`src/rtl/game_flow_ctrl.sv`:
```
// Frame-level game sequencer: game state, lives, seconds timer and hit freeze.
// All play transitions are sampled on refresh_tick; only the start button acts on any cycle.
module game_flow_ctrl #(
  parameter int LIVES          = 3,
  parameter int HIT_FRAMES     = 30,
  parameter int FRAMES_PER_SEC = 60,
  parameter int TIME_LIMIT     = 99
) (
  input  logic       clk,
  input  logic       reset,
  input  logic       refresh_tick,
  input  logic       start_btn,
  input  logic       collision,
  input  logic       finish,
  output logic [2:0] state,
  output logic       move_en,
  output logic       ball_en,
  output logic       respawn,
  output logic [2:0] lives,
  output logic [9:0] seconds,
  output logic       flash
);

  localparam logic [2:0] S_IDLE = 3'd0;
  localparam logic [2:0] S_PLAY = 3'd1;
  localparam logic [2:0] S_HIT  = 3'd2;
  localparam logic [2:0] S_WIN  = 3'd3;
  localparam logic [2:0] S_OVER = 3'd4;

  localparam logic [2:0] LIVES_INIT = 3'(LIVES);
  localparam logic [5:0] FRAME_LAST = 6'(FRAMES_PER_SEC - 1);
  localparam logic [7:0] HIT_LAST   = 8'(HIT_FRAMES - 1);
  localparam logic [9:0] TIME_LIM   = 10'(TIME_LIMIT);

  logic [2:0] state_q, state_d;
  logic [2:0] lives_q, lives_d;
  logic [9:0] seconds_q, seconds_d;
  logic [5:0] frame_q, frame_d;
  logic [7:0] hit_q, hit_d;
  logic       respawn_q, respawn_d;
  logic       start_q;
  logic       start_rise;

  assign start_rise = start_btn & ~start_q;

  always_comb begin
    state_d   = state_q;
    lives_d   = lives_q;
    seconds_d = seconds_q;
    frame_d   = frame_q;
    hit_d     = hit_q;
    respawn_d = 1'b0;
    case (state_q)
      S_IDLE: begin
        if (start_rise) begin
          state_d   = S_PLAY;
          lives_d   = LIVES_INIT;
          seconds_d = 10'd0;
          frame_d   = 6'd0;
          respawn_d = 1'b1;
        end
      end
      S_PLAY: begin
        if (refresh_tick) begin
          if (finish) begin
            state_d = S_WIN;
          end else if (collision) begin
            respawn_d = 1'b1;
            if (lives_q > 3'd1) begin
              lives_d = lives_q - 3'd1;
              hit_d   = 8'd0;
              state_d = S_HIT;
            end else begin
              lives_d = 3'd0;
              state_d = S_OVER;
            end
          end else if (frame_q == FRAME_LAST) begin
            frame_d = 6'd0;
            // Saturate at the limit so the display shows exactly TIME_LIMIT at game over.
            if (seconds_q + 10'd1 >= TIME_LIM) begin
              seconds_d = TIME_LIM;
              state_d   = S_OVER;
            end else begin
              seconds_d = seconds_q + 10'd1;
            end
          end else begin
            frame_d = frame_q + 6'd1;
          end
        end
      end
      S_HIT: begin
        if (refresh_tick) begin
          if (hit_q == HIT_LAST) state_d = S_PLAY;
          else                   hit_d   = hit_q + 8'd1;
        end
      end
      S_WIN, S_OVER: begin
        if (start_rise) state_d = S_IDLE;
      end
      default: state_d = S_IDLE;
    endcase
  end

  always_ff @(posedge clk or negedge reset) begin
    if (!reset) begin
      state_q   <= S_IDLE;
      lives_q   <= LIVES_INIT;
      seconds_q <= 10'd0;
      frame_q   <= 6'd0;
      hit_q     <= 8'd0;
      respawn_q <= 1'b0;
      start_q   <= 1'b0;
    end else begin
      state_q   <= state_d;
      lives_q   <= lives_d;
      seconds_q <= seconds_d;
      frame_q   <= frame_d;
      hit_q     <= hit_d;
      respawn_q <= respawn_d;
      start_q   <= start_btn;
    end
  end

  assign state   = state_q;
  assign lives   = lives_q;
  assign seconds = seconds_q;
  assign respawn = respawn_q;
  assign move_en = (state_q == S_PLAY);
  assign ball_en = (state_q == S_PLAY) || (state_q == S_HIT);
  assign flash   = (state_q == S_HIT) & hit_q[2];

endmodule

```
`config.mk`:
```
export PLATFORM = sky130hd
export DESIGN_NAME = game_flow_ctrl
export DESIGN_NICKNAME = d
export VERILOG_FILES = /design/src/rtl/game_flow_ctrl.sv
export SDC_FILE = /design/constraint.sdc
export NUM_CORES = 1
export LEC_CHECK = 0
export ABC_AREA = 1
export CORE_MARGIN = 2
export CORE_UTILIZATION = 30
export CTS_CLUSTER_DIAMETER = 30
export CTS_CLUSTER_SIZE = 30
export DETAILED_ROUTE_END_ITERATION = 10
export REMOVE_ABC_BUFFERS = 1
export SLEW_MARGIN = 10
export SYNTH_ARGS = -nofsm -noshare
export SYNTH_HDL_FRONTEND = slang
export SYNTH_SLANG_ARGS = --single-unit
```
`constraint.sdc`:
```
create_clock -name clk -period 2.1 [get_ports clk]
set_input_delay 0.315 -clock clk [delete_from_list [all_inputs] [get_ports clk]]
set_output_delay 0.315 -clock clk [all_outputs]
set_load 0.01 [all_outputs]
```
== Word-level counts from Yosys, hierarchy flattened ==
Index checks and enable logic that the tools add are counted.
Storage, ports and cells
  output and inout port bits: 20
  bits in read-only memories: 0
  word-level logic and storage cells: 87
  memories: 0
  input port bits: 6
  bits in writable memories: 0
  flip-flop bits (word level): 32
  latch bits: 0
Operators by class
  muxes and demuxes: 42
  reductions and logical operators: 10
  magnitude comparators: 2
  equality and inequality tests: 19
  add/subtract/negate cells: 4
  bitwise operators: 3
  div/mod/pow operators: 0
  shift-type cells: 0
  multiply operators: 0
Operators with widths (count)
  two-way mux 10 bit: 6
  two-way mux 8 bit: 6
  two-way mux 3 bit: 15
  two-way mux 6 bit: 5
  one-hot mux 10 bit (2 select lines): 1
  inequality test 2 bit, second input constant: 9
  one-hot mux 8 bit (2 select lines): 1
  AND reduction 7 bit: 2
  one-hot mux 3 bit (4 select lines): 1
  one-hot mux 6 bit (2 select lines): 1
  adder 10 x 1 -> 10 bit, second input constant: 1
  greater-or-equal comparator 10 x 7 -> 1 bit, second input constant: 1
  AND reduction 5 bit: 2
  adder 8 x 1 -> 8 bit, second input constant: 1
  == test 8 x 5 -> 1 bit, second input constant: 1
  inequality test 4 x 3 -> 1 bit, second input constant: 2
  adder 6 x 1 -> 6 bit, second input constant: 1
  == test 3 x 2 -> 1 bit, second input constant: 2
  == test 6 bit, second input constant: 1
  one-hot mux 3 bit (2 select lines): 1
  AND reduction 6 bit: 1
  two-way mux 1 bit: 4
  inequality test 2 x 1 -> 1 bit, second input constant: 2
  nonzero test 2 bit: 2
  other kinds (10): 11

== Longest topological paths before layout ==
  depth in word-level cells: 8
  depth in mapped cells: 14
  gate-level depth less buffers: 14

== Worst setup path before layout ==
OpenSTA, ideal clock, no wires.
  path kind: register -> register
  start point: register seconds_q[0], in the netlist seconds[0]
  end point: register state_q[2], in the netlist state[2]
  data required time: 1982 ps
  slack: 360 ps
  library setup time: 118 ps
  period minus slack after synthesis: 1740 ps
  arrival time: 1622 ps
  stages on the path, launching flop included: 14
  buffers on the path: 0
  path through: dfrtp_1 -> ha_1 -> nand2_1 -> inv_1 -> nor2_1 -> nor2_1 -> nand3_1 -> nand3_1 -> nand2_2 -> nand2_1 -> nand2_1 -> nand2_1 -> nand2_1 -> nand2_1
On the way
  longest elaborated chain between the ends: 4
Ends and longest elaborated chain
  from (decl): RTL line 37  | logic [9:0] seconds_q, seconds_d;
  from (signal assigned): RTL line 116  | seconds_q <= seconds_d;
  adder 10 x 1 -> 10 bit: RTL line 80  | if (seconds_q + 10'd1 >= TIME_LIM) begin
  greater-or-equal comparator 10 x 7 -> 1 bit: RTL line 80
  inequality test 4 x 3 -> 1 bit (no line)
  AND reduction 7 bit (no line)
  to (signal assigned): RTL line 114  | state_q <= state_d;
  to (decl): RTL line 35  | logic [2:0] state_q, state_d;
Every way passes these cells.
A chain may end at the register's enable or synchronous reset.

== Worst setup path after layout ==
  start point: register state_q[2], in the netlist state[2]
  end point: output ball_en
On the way
  longest elaborated chain between the ends: 2
  elaborated cells on any way between the ends: 3
  those cells by class: eq/ne: 2; reduce/logical: 1
Ends and longest elaborated chain
  == test 3 x 1 -> 1 bit or == test 3 x 2 -> 1 bit (tied branches): RTL line 129  | assign ball_en = (state_q == S_PLAY) || (state_q == S_HIT);
  logical OR 1 bit *: RTL line 129
  to (decl): RTL line 17  | output logic ball_en,
Mark *: on every way between the ends. The rest lies on a longest branch, timed or not.

==> impl_metrics.env <==
export IMPL_syn_inst=266
export IMPL_swShare_pct=43.6
export IMPL_hpwl_mm=3.22
export IMPL_multiInputGateArea_um2=1110
export IMPL_yosysWarnings=0
export IMPL_p_leak_nw=1.18
export IMPL_cts_root_buf="clkbuf_8"
export IMPL_antenna_cells=0
export IMPL_peakVddDrop_v=0.000644
export IMPL_io_pins=26
export IMPL_min_path_type="input port to async pin"
export IMPL_syn_avg_cell_area_um2=7.67
export IMPL_synth_seq_cells=32
export IMPL_routedWlPerCell_um=11.3
export IMPL_power_frac_comb_pct=51.6
export IMPL_yosysUniqueCellTypes=34
export IMPL_grt_total_usage_pct=12.5
export IMPL_tns_ns=0
export IMPL_synth_most_common_cell="nand2_1"
export IMPL_setup_viol=0
export IMPL_grt_pass1_vias=1660
export IMPL_maxCapViolCount=0
export IMPL_gp_congestion=0.830
export IMPL_p_switching_mw=1.18
export IMPL_hold_viol=0
export IMPL_rsz0062_at_grt="false"
export IMPL_yosysTopAreaCellShare_pct=36.8
export IMPL_worst_pin_slew_ns=0.415
export IMPL_syn_area_um2=2040
export IMPL_grt_max_degree=33
export IMPL_cts_buffers=5
export IMPL_synth_largest_area_cell="dfrtp_1"
export IMPL_worstPathRequired_ns=1.78
export IMPL_cts_sinks=32
export IMPL_ys_top_cells_by_count="63 x nand2_1, 30 x dfrtp_1, 30 x inv_1, 28 x nor2_1, 20 x nand3_1"
export IMPL_synth_area_leaders="dfrtp_1 37%, nand2_1 12%, inv_1 5.5%"
export IMPL_fin_cells=385
export IMPL_power_frac_clock_pct=16.6
export IMPL_ys_seq_area_share_pct=39.4
export IMPL_worst_setup_path_end_kind="output pin"
export IMPL_cts_max_level=2
export IMPL_portBuffers=25
export IMPL_worstSetupPathType="register to output pin"
export IMPL_layout_drive_gt1_share_pct=17.0
export IMPL_clk_latency_ns=0.29
export IMPL_rows=30
export IMPL_arrival_ns=1.69
export IMPL_die_h_um=86.5
export IMPL_start_kind="register"
export IMPL_grt_first_pass_wirelength_mm=7.40
export IMPL_overflow=0
export IMPL_p_seq_share_pct=31.8
export IMPL_power_density_nw_per_um2=1070
export IMPL_async_reset_ff_share_pct=100
export IMPL_initial_core_util_pct=30.5
export IMPL_synth_flop_cell="dfrtp_1"
export IMPL_design_core_area_um2=6680
export IMPL_fmaxAchievable_ghz=0.499
export IMPL_min_period_ns=2.00
export IMPL_regArea_um2=805
export IMPL_status="complete, no violations"
export IMPL_synth_edf_count=0
export IMPL_vias=1770
export IMPL_drt_first_pass_iters=5
export IMPL_finalClockSkew_ns=0.00504
export IMPL_post_place_cells=375
export IMPL_clk_pin_slew_ns=0.06
export IMPL_die_w_um=86.5
export IMPL_die_area_um2=7470
export IMPL_cts_buffer_depth=2
export IMPL_wl_mm=4.36
export IMPL_drt_iter0_markers=66
export IMPL_antenna_found_initial=0
export IMPL_cts_tree="built"
export IMPL_worst_path_max_fanout=9
export IMPL_nets=318
export IMPL_fillers=684
export IMPL_finalCritPeriodShare_pct=95.5
export IMPL_post_route_drc_count=0
export IMPL_antenna_left=0
export IMPL_vias_per_cell=4.60
export IMPL_area_growth_pct=24.4
export IMPL_slew_headroom_pct=72.3
export IMPL_hold_buffers=0
export IMPL_slew_viol_final=0
export IMPL_internal_power_mw=1.53
worst max-delay path: stages, from the launching register on:
cell and delay [ns]:
dfrtp_2 0.47, nor2_4 0.19, nand2_4 0.12, nand2_2 0.10, clkdlybuf4s50_1 0.54
area by class of cell:
class,instances,share of cell area [%]
Clock buffer,6,2.86
Clock inverter,1,0.197
Inverter,33,4.98
Multi-Input combinational cell,199,43.6
Sequential cell,32,31.7
Tap cell,80,3.94
Timing Repair Buffer,34,12.7
routing by layer:
layer	vias to the layer above	track usage, %	part of all wire (%)
li1	941	-	-
met1	787	17.6	51
met2	35	18.7	43
met3	7	2.86	3.9
met4	0	4.69	1.5
met5	-	0	0
path summary, 6_finish.rpt:
check,end,depth (start not counted),startpoint,slack (ns)
min,seconds[7],2,reset,0.43
min reg2reg,hit_q[7],2,hit_q[7],0.50
max in group asynchronous,lives[1],2,reset,1.34
max,ball_en,4,state[2],0.1
max reg2reg,hit_q[0],10,lives[1],0.25
min in group clk,start_q,1,start_btn,0.49
registers in the layout (all words and copies together), names as in the netlist:
signal,cells
seconds,10
hit_q,8
frame_q,6
lives,3
state,3
respawn,1
start_q,1
layout by cell type (no fill, tap or decap), drive strengths merged, types with 3 or more instances in the layout:
cell type and instances:
nand2 71, o21ai 26, xor2 4, nor3 7, ha 7, a21oi 8, or2 5, o22ai 3
nor2 34, clkbuf 6, inv 33, clkdlybuf4s50 23, nand3 21, nand4 6, dfrtp 30, buf 9
stage by stage:
stage	area [um2]	power (mW)	setup WS, ns	utilization [%]	hold slack, ns
6_report	2540	2.71	0.0955	38.0	0.433
5_1_grt	2540	2.94	0.0255	38.0	0.481
4_1_cts	2500	2.70	0.00924	37.4	0.446
3_5_place_dp	2420	2.24	0.0264	36.2	0.478
3_3_place_gp	2420	2.21	0.0810	36.2	0.468
2_1_floorplan	2020	1.73	0.360	-	0.0194
cells by family (layout without fill, tap and decap cells):
logic type	after synthesis	after routing	share of synthesized area, %
and+or+nand+nor	146	146	35.4
AOI/OAI and AO/OA	41	41	11.8
buffers and inverters	35	74	6.99
DFF	32	32	39.4
adders and majority gates	7	7	4.29
xor gates and xnor gates	5	5	2.15
repair_timing:
action / 4_1_cts / 5_1_grt
buffers inserted: 0 / 3
resized for setup: 0 / 7
endpoints found under the setup margin: 0 / 14
power by group through the flow:
stage                     clock network (mW)  registers [mW]  logic [mW]
after global placement                     0           0.868        1.35
after detailed placement                   0           0.869        1.37
final                                  0.449           0.860        1.40
after floorplan                            0           0.906       0.826
after global routing                   0.493           0.880        1.57
after CTS                              0.465           0.858        1.38
Note: power is estimated with default switching activity, not from simulation.
